`src/rtl/velocity_ascii_to_val.sv`:
```
// rtl/velocity_ascii_to_val.sv - ASCII decimal character stream to signed 16-bit value parser
//
// Ports:
//   clk, rst                   clock and synchronous active-high reset
//   in_char, in_valid          incoming ASCII character and its qualifier
//   in_ready                   low only while a result is being presented
//   val, digit_count, err      presented result (signed value, digit count, parse error)
//   out_valid, out_ready       result handshake
module velocity_ascii_to_val #(
    parameter int         MAX_DIGITS    = 4,
    parameter logic [7:0] TERM_CHAR     = 8'd13,
    parameter logic [7:0] ALT_TERM_CHAR = 8'd10
) (
    input  logic        clk,
    input  logic        rst,
    input  logic [7:0]  in_char,
    input  logic        in_valid,
    output logic        in_ready,
    output logic [15:0] val,
    output logic [2:0]  digit_count,
    output logic        err,
    output logic        out_valid,
    input  logic        out_ready
);

    typedef enum logic [1:0] {
        S_IDLE = 2'd0,
        S_ACC  = 2'd1,
        S_ERR  = 2'd2,
        S_OUT  = 2'd3
    } state_t;

    localparam logic [2:0] MAX_CNT = 3'(MAX_DIGITS);

    state_t      state_q, state_d;
    logic [13:0] acc_q, acc_d;
    logic        sign_q, sign_d;
    logic [2:0]  count_q, count_d;
    logic [15:0] val_q, val_d;
    logic [2:0]  dcnt_q, dcnt_d;
    logic        err_q, err_d;

    logic        accept;
    logic        is_digit, is_minus, is_space, is_term;
    logic [3:0]  digit;
    logic [13:0] acc_next;
    logic [15:0] acc_ext;
    logic [15:0] signed_val;

    // Character classification; the low nibble of '0'..'9' is the digit value.
    always_comb begin
        is_digit   = (in_char >= 8'd48) && (in_char <= 8'd57);
        is_minus   = (in_char == 8'd45);
        is_space   = (in_char == 8'd32);
        is_term    = (in_char == TERM_CHAR) || (in_char == ALT_TERM_CHAR);
        digit      = in_char[3:0];
        accept     = in_valid && (state_q != S_OUT);
        // acc*10 + digit without a multiplier; acc <= 999 here so 9999 fits in 14 bits.
        acc_next   = (acc_q << 3) + (acc_q << 1) + {10'd0, digit};
        acc_ext    = {2'b00, acc_q};
        signed_val = sign_q ? (16'd0 - acc_ext) : acc_ext;
    end

    // State and datapath registers.
    always_ff @(posedge clk) begin
        if (rst) begin
            state_q <= S_IDLE;
            acc_q   <= 14'd0;
            sign_q  <= 1'b0;
            count_q <= 3'd0;
            val_q   <= 16'd0;
            dcnt_q  <= 3'd0;
            err_q   <= 1'b0;
        end else begin
            state_q <= state_d;
            acc_q   <= acc_d;
            sign_q  <= sign_d;
            count_q <= count_d;
            val_q   <= val_d;
            dcnt_q  <= dcnt_d;
            err_q   <= err_d;
        end
    end

    // Next-state and datapath update.
    always_comb begin
        state_d = state_q;
        acc_d   = acc_q;
        sign_d  = sign_q;
        count_d = count_q;
        val_d   = val_q;
        dcnt_d  = dcnt_q;
        err_d   = err_q;
        case (state_q)
            S_IDLE: begin
                if (accept) begin
                    if (is_digit) begin
                        acc_d   = {10'd0, digit};
                        count_d = 3'd1;
                        state_d = S_ACC;
                    end else if (is_minus) begin
                        sign_d  = 1'b1;
                        count_d = 3'd0;
                        state_d = S_ACC;
                    end else if (!(is_space || is_term)) begin
                        state_d = S_ERR;
                    end
                end
            end
            S_ACC: begin
                if (accept) begin
                    if (is_digit) begin
                        if (count_q < MAX_CNT) begin
                            acc_d   = acc_next;
                            count_d = count_q + 3'd1;
                        end else begin
                            state_d = S_ERR;
                        end
                    end else if (is_term) begin
                        state_d = S_OUT;
                        if (count_q == 3'd0) begin
                            // Lone '-' with no digits.
                            err_d  = 1'b1;
                            val_d  = 16'd0;
                            dcnt_d = 3'd0;
                        end else begin
                            err_d  = 1'b0;
                            val_d  = signed_val;
                            dcnt_d = count_q;
                        end
                    end else begin
                        state_d = S_ERR;
                    end
                end
            end
            S_ERR: begin
                if (accept && is_term) begin
                    state_d = S_OUT;
                    err_d   = 1'b1;
                    val_d   = 16'd0;
                    dcnt_d  = 3'd0;
                end
            end
            S_OUT: begin
                if (out_ready) begin
                    state_d = S_IDLE;
                    acc_d   = 14'd0;
                    sign_d  = 1'b0;
                    count_d = 3'd0;
                end
            end
            default: state_d = S_IDLE;
        endcase
    end

    // Outputs.
    always_comb begin
        in_ready    = (state_q != S_OUT);
        out_valid   = (state_q == S_OUT);
        val         = val_q;
        digit_count = dcnt_q;
        err         = err_q;
    end

endmodule

```
`config.mk`:
```
export PLATFORM = sky130hd
export DESIGN_NAME = velocity_ascii_to_val
export DESIGN_NICKNAME = d
export VERILOG_FILES = /design/src/rtl/velocity_ascii_to_val.sv
export SDC_FILE = /design/constraint.sdc
export NUM_CORES = 1
export LEC_CHECK = 0
export CORE_MARGIN = 1
export CORE_UTILIZATION = 55
export CTS_CLUSTER_SIZE = 8
export DETAILED_ROUTE_END_ITERATION = 8
export GPL_TIMING_DRIVEN = 0
export PLACE_DENSITY = 0.89
export SLEW_MARGIN = 20
export SYNTH_ARGS = -nofsm -noshare
export SYNTH_HDL_FRONTEND = slang
export SYNTH_SLANG_ARGS = --single-unit
```
`constraint.sdc`:
```
create_clock -name clk -period 3.1 [get_ports clk]
set_input_delay 0.62 -clock clk [delete_from_list [all_inputs] [get_ports clk]]
set_output_delay 0.62 -clock clk [all_outputs]
set_load 0.01 [all_outputs]
```
==> results of run 1 <==
stage by stage:
step / TNS [ps] / instances / power, µW / setup WS, ps
after floorplan: 0 / 318 / 1260 / 448
after global placement: -1550 / 417 / 1430 / -411
after detailed placement: -1940 / 417 / 1470 / -472
after CTS: 0 / 425 / 1970 / 134
after global routing: 0 / 425 / 2110 / 27.6
final: 0 / 425 / 1980 / 187
routing by layer:
metal | share of wire | wire length, µm | global-route usage | vias to the layer above
li1 | - | - | - | 1236
met1 | 0.46 | 2950 | 0.354 | 1186
met2 | 0.48 | 3100 | 0.443 | 85
met3 | 0.044 | 284 | 0.0304 | 8
met4 | 0.011 | 68 | 0.0741 | 0
met5 | 0 | 0 | 0 | -
how the worst max path moves through the flow:
stage                                   endpoint  cells after the start  slack [ps]
final                     acc_q[12]$_SDFFE_PP0P_                     11         190
after global routing       acc_q[9]$_SDFFE_PP0P_                     11          30
after global placement    acc_q[12]$_SDFFE_PP0P_                     10        -410
after CTS                 acc_q[12]$_SDFFE_PP0P_                     11         130
after detailed placement  acc_q[12]$_SDFFE_PP0P_                     10        -470
after floorplan           acc_q[12]$_SDFFE_PP0P_                      9         450
what timing repair did:
action | 4_1_cts | 5_1_grt
buffers inserted | 0 | 0
gates resized for setup | 3 | 1
setup endpoints to repair | 4 | 1
gates cloned | 0 | 0
placed cells by master, fill, tap and decap left out, types with 4 or more instances in the layout:
master           instances
a211oi_1                 6
a21o_1                   4
a21oi_1                 18
a22oi_1                  9
clkbuf_1                 8
clkbuf_8                 5
clkdlybuf4s50_1         31
dfxtp_1                 39
ha_1                    30
inv_1                   21
nand2_1                 22
nand2b_1                 5
nand3_1                  8
nand4_1                  4
nor2_1                  23
nor2b_1                  6
nor3_1                   5
o21ai_0                 11
o21ai_1                  5
o2bb2ai_1                7
o31ai_1                  4
xnor2_1                 11
xor2_1                  10
worst max-delay path: stages:
cell and delay (ps):
clkdlybuf4s50_1 500, ha_1 330, ha_1 200, inv_1 70, fa_1 380, nand2b_1 200, a21oi_2 220, o41ai_2 110
o21ai_1 200, xor2_1 90, a22o_1 190
registers in the layout, indices dropped and copies added (netlist names):
name / flops
acc_q: 14
count_q: 3
digit_count: 3
err: 1
sign_q: 1
state_q: 2
val: 15
cell type report:
class | count | area (µm²)
fillers | 374 | 1470
well taps | 67 | 83.8
clock inverters | 2 | 60.1
repair buffers | 32 | 319
inverters | 22 | 82.6
flip-flops and latches | 39 | 781
multi-input cells | 245 | 1860
clock buffers | 6 | 72.6
plain buffers | 12 | 58.8
where the power goes:
part           total, µW  internal (µW)  switching [µW]
registers            607            540            66.5
clock network        497            322             176
logic                878            333             545
cells by family (layout without fill, tap and decap cells):
group	count (synthesis)	count (layout)	share of synthesized area
buffers and inverters	34	74	0.0511
XOR/XNOR	21	21	0.0665
AO/OA/AOI/OAI	94	94	0.252
AND/OR/NAND/NOR	95	95	0.187
multiplexers	3	3	0.0109
adder cells (fa/ha/maj)	32	32	0.150
flip-flops	39	39	0.282
==> summary.txt, run 1 <==
Global routing
  • Initial antenna violation count: 0
  • Total grt overflow: 0
  • Pin count of the biggest net entering global routing: 13
  • First-pass GRT wire length: 11.0 mm
  • Vias in the first global route: 2361
  • Tot GR Track Use: 0.263

Timing
  • Period utilization: 0.940
  • Fmax: 0.343 GHz
  • Max-slew violations: 0
  • Clock Skew: 5.37 ps
  • Tmin final: 2910 ps
  • Final setup violation count: 0
  • RSZ-0062 raised after global routing: no
  • Hold slack: 455 ps
  • Final hold viol count: 0
  • Slew headroom: 0.642
  • Worst-Margin Slew: 537 ps

Power
  • Worst VDD drop: 0.000348 V
  • Pwr dens: 598 nW/µm²
  • LEAKAGE: 0.00141 µW

Critical path
  • Crit. End Element: flip-flop
  • Reg-to-Reg Start: acc_q[0]$_SDFFE_PP0P_
  • Crit path from: in_char[2]
  • RR Endpoint: acc_q[12]$_SDFFE_PP0P_
  • Crit Path Class: primary input to flip-flop
  • Crit path max fanout: 6
  • FF-to-FF path depth: 9
  • Data arrival time of the worst path: 3100 ps
  • Worst EP required: 3290 ps
  • Critical path launch point type: primary input
  • R2R Setup Slk: 410 ps

Min path
  • Cell count of the worst hold path: 2
  • Hold EP: err$_SDFFE_PP0P_
  • Hold crit path type: flip-flop to flip-flop
  • Hold_sp: err$_SDFFE_PP0P_

Route
  • Final WL: 6.40 mm
  • DRC errors left: 0
  • Pre-antenna DRT Iters: 5
  • Post-DRT Antenna Nets: 0
  • Drt wl/cell: 15.1 µm
  • Via density: 5.92
  • DR iter-0 viols: 212
  • Via count: 2515

Clock tree
  • Clock root buffer: clkbuf_8
  • Clock Path Buffers: 2
  • Hold bufs inserted after CTS: 0
  • Clk slew on worst S/H paths: 70 ps
  • Worst skew pair latency: 290 ps
  • CTS H-tree lvls: 2
  • CTS sink count: 39
  • CTS tree: built
  • Cts bufs inserted: 5

Synth
  • Cells after synthesis: 318
  • Seq/Total Area, Yosys: 0.282
  • Async S/R FF share, synth: 0
  • Flops & latches, synth: 39
  • Syn Area/Cell: 8.70 µm²
  • Cell with the most instances after synthesis: dfxtp_1
  • Post-Syn Nets: 362
  • Synth cell types: 59
  • Cell area after synthesis: 2770 µm²
  • Post-synth EDFFs: 0
  • Yosys warning count: 0
  • Synth area leader: dfxtp_1
  • Most frequent cells after synthesis: dfxtp_1, ha_1, nor2_1, nand2_1, inv_1
  • Post-synth top area share: 0.282
  • Main flop type after synthesis: dfxtp_1
  • Largest cells by area after synthesis: dfxtp_1, ha_1, xnor2_1

Die
  • DIE WIDTH: 72.9 µm
  • DIE AREA: 5320 µm²
  • Effective utilization at floorplan: 0.578
  • Chip height: 72.9 µm
  • Ports: 34
  • Area of the core: 4790 µm²
  • FP Rows: 25

Placed design
  • Hpwl dp: 4.71 mm
  • Port bufs: 32
  • Area of placed instances: 3170 µm²
  • RD Place Congestion: 0.909

Final layout
  • Post-Layout Inst Area: 3310 µm²
  • Antenna Cells: 0
  • Synth-to-Final Area Change: 19.8%
  • Nets: 401
  • Layout cells sized above 1: 0.0782
  • Util after Layout: 0.692

Run
  • Max Cap Violations: 0

Outcome
  • Status: finished clean
No activity file was read; power rests on OpenSTA's default activity.
==> run 2: changes to the inputs <==
Settings changed: PLACE_DENSITY 0.89 to 0.75, TNS_END_PERCENT set to 100.
==> summary.txt, run 2 (synthesized netlist as in run 1, its figures left out) <==
Critical path
  • Crit. End Element: flip-flop
  • CP max stage cell: clkdlybuf4s50_1
  • Critical path launch point type: primary input
  • Data arrival time of the worst path: 3090 ps (about the same)
  • Crit path largest cell delay: 500 ps (about the same)
  • Crit Path Class: primary input to flip-flop
  • Cell mode on critical path: ha_1
  • Worst EP required: 3280 ps (about the same)
  • Crit path max fanout: 6 (unchanged)
  • CP cell instances: clkdlybuf4s50_1 > ha_1 > ha_1 > inv_1 > fa_1 > nand2b_1 > a21oi_2 > o41ai_2 > o21ai_1 > xor2_1 > a22o_1

Final layout
  • Nets: 402 (+0.25%)
  • Antenna Cells: 0 (unchanged)
  • Post-Layout Inst Area: 3290 µm² (-0.68%)
  • Layout cells sized above 1: 0.0782 (unchanged)
  • Most frequent cells in the layout: dfxtp_1, clkdlybuf4s50_1, ha_1
  • Largest register FFs: 15 (unchanged)
  • Synth-to-Final Area Change: 19.0%
  • Most common cell after layout, fill and taps aside: dfxtp_1
  • Fin cells: 425 (unchanged)
  • # fillers: 430 (+15%)

Die
  • Effective utilization at floorplan: 0.578 (unchanged)
  • DIE WIDTH: 72.9 µm (unchanged)
  • Area of the core: 4790 µm² (unchanged)
  • Ports: 34 (unchanged)
  • DIE AREA: 5320 µm² (unchanged)
  • FP Rows: 25 (unchanged)
  • Chip height: 72.9 µm (unchanged)

Global routing
  • Pin count of the biggest net entering global routing: 12 (-1)
  • Initial antenna violation count: 0 (unchanged)
  • Tot GR Track Use: 0.250 (-0.0130)
  • First-pass GRT wire length: 10.4 mm (-6.1%)
  • Total grt overflow: 0 (unchanged)
  • Vias in the first global route: 2269 (-3.9%)

Clock tree
  • CTS tree: built
  • Clock Path Buffers: 2 (unchanged)
  • Clock root buffer: clkbuf_8
  • Worst skew pair latency: 290 ps (about the same)
  • Clk slew on worst S/H paths: 70 ps (about the same)
  • CTS H-tree lvls: 2 (unchanged)
  • Cts bufs inserted: 5 (unchanged)
  • CTS sink count: 39 (unchanged)

Timing
  • Period utilization: 0.938 (-0.00210)
  • RSZ-0062 raised after global routing: no
  • Slew headroom: 0.672 (+0.0298)
  • Tmin final: 2910 ps (-6.51 ps)
  • Fin worst setup slack: 194 ps (+6.51 ps)
  • Final setup violation count: 0 (unchanged)
  • Worst-Margin Slew: 492 ps (-44.6 ps)
  • Clock Skew: 6.95 ps (+1.59 ps)
  • Max-slew violations: 0 (unchanged)
  • Fmax: 0.344 GHz (+0.22%)
  • Hold slack: 459 ps (+3.55 ps)
  • Final hold viol count: 0 (unchanged)

Route
  • Post-DRT Antenna Nets: 0 (unchanged)
  • Via density: 5.80 (-2.0%)
  • Drt wl/cell: 14.5 µm (-3.5%)
  • Via count: 2464 (-2.0%)
  • Final WL: 6.18 mm (-3.5%)
  • DR iter-0 viols: 72 (-66%)
  • DRC errors left: 0 (unchanged)
  • Pre-antenna DRT Iters: 4 (-1)

Placed design
  • Dpl ws: -448 ps (+23.8 ps)
  • Hpwl dp: 4.83 mm (+2.4%)
  • Area of placed instances: 3170 µm² (unchanged)
  • RD Place Congestion: 0.896 (-1.4%)
  • Port bufs: 32 (unchanged)
  • Placed insts: 417 (unchanged)

Power
  • Worst VDD drop: 0.000401 V (+15%)
  • Pwr dens: 566 nW/µm² (-5.3%)
  • Total Power: 1860 µW (-6.0%)
  • LEAKAGE: 0.00140 µW (-0.62%)

Run
  • Max Cap Violations: 0 (unchanged)

Outcome
  • Status: finished clean

Min path
  • Hold crit path type: flip-flop to flip-flop
[run 2: changes by cell type in the layout (fill, tap and decap cells not counted)]
| cell | delta |
|---|---|
| bufinv_16 | -1 |
| buf_4 | +1 |
[run 2: final timing paths]
check,to,start,slack (ps),cells after the start
hold / removal,digit_count[2]$_SDFFE_PP0P_,digit_count[2]$_SDFFE_PP0P_,460,2
setup reg to reg,acc_q[12]$_SDFFE_PP0P_,acc_q[0]$_SDFFE_PP0P_,420,9
setup / recovery,acc_q[12]$_SDFFE_PP0P_,in_char[2],190,11
hold reg to reg,digit_count[2]$_SDFFE_PP0P_,digit_count[2]$_SDFFE_PP0P_,460,2
[run 2: layout make-up]
class	instances	area [µm²]	share of cell area
multi-input combinational	245	1860	0.564
timing repair buffer	33	327	0.0992
sequential	39	781	0.237
clock buffer	6	72.6	0.0221
tap	67	83.8	0.0255
buffer	12	58.8	0.0179
clock inverter	1	30.0	0.00913
inverter	22	82.6	0.0251
[run 2: timing repair]
action,CTS,global route
endpoints found under the setup margin,2,1
pin swaps,1,1
resized for setup,3,1
endpoints found under the hold margin,0,0
buffers inserted,0,1
hold buffers,0,0
[run 2: per-stage QoR]
step	setup TNS, ps	utilization
global route	0	0.688
global placement	-1590	0.662
CTS	0	0.686
floorplan	0	-
detailed placement	-1710	0.662
finish	0	0.688
[run 2: layer usage]
metal | wire, µm | vias up | GRT usage
li1 | - | 1234 | -
met1 | 2960 | 1155 | 0.346
met2 | 2840 | 68 | 0.409
met3 | 316 | 7 | 0.0414
met4 | 57 | 0 | 0.0523
met5 | 0 | - | 0
[run 2: where the power goes]
group	switching (µW)	internal, µW	total (µW)
Combinational	526	330	856
Sequential	63.4	540	604
Clock	167	236	403
[run 2: worst max-delay path: cells and delay by family]
family	cells	cell delay [ps]
buffers and inverters	2	570
XOR/XNOR	1	90
AND/OR/NAND/NOR	1	200
AO/OA/AOI/OAI	4	690
adder cells (fa/ha/maj)	3	910
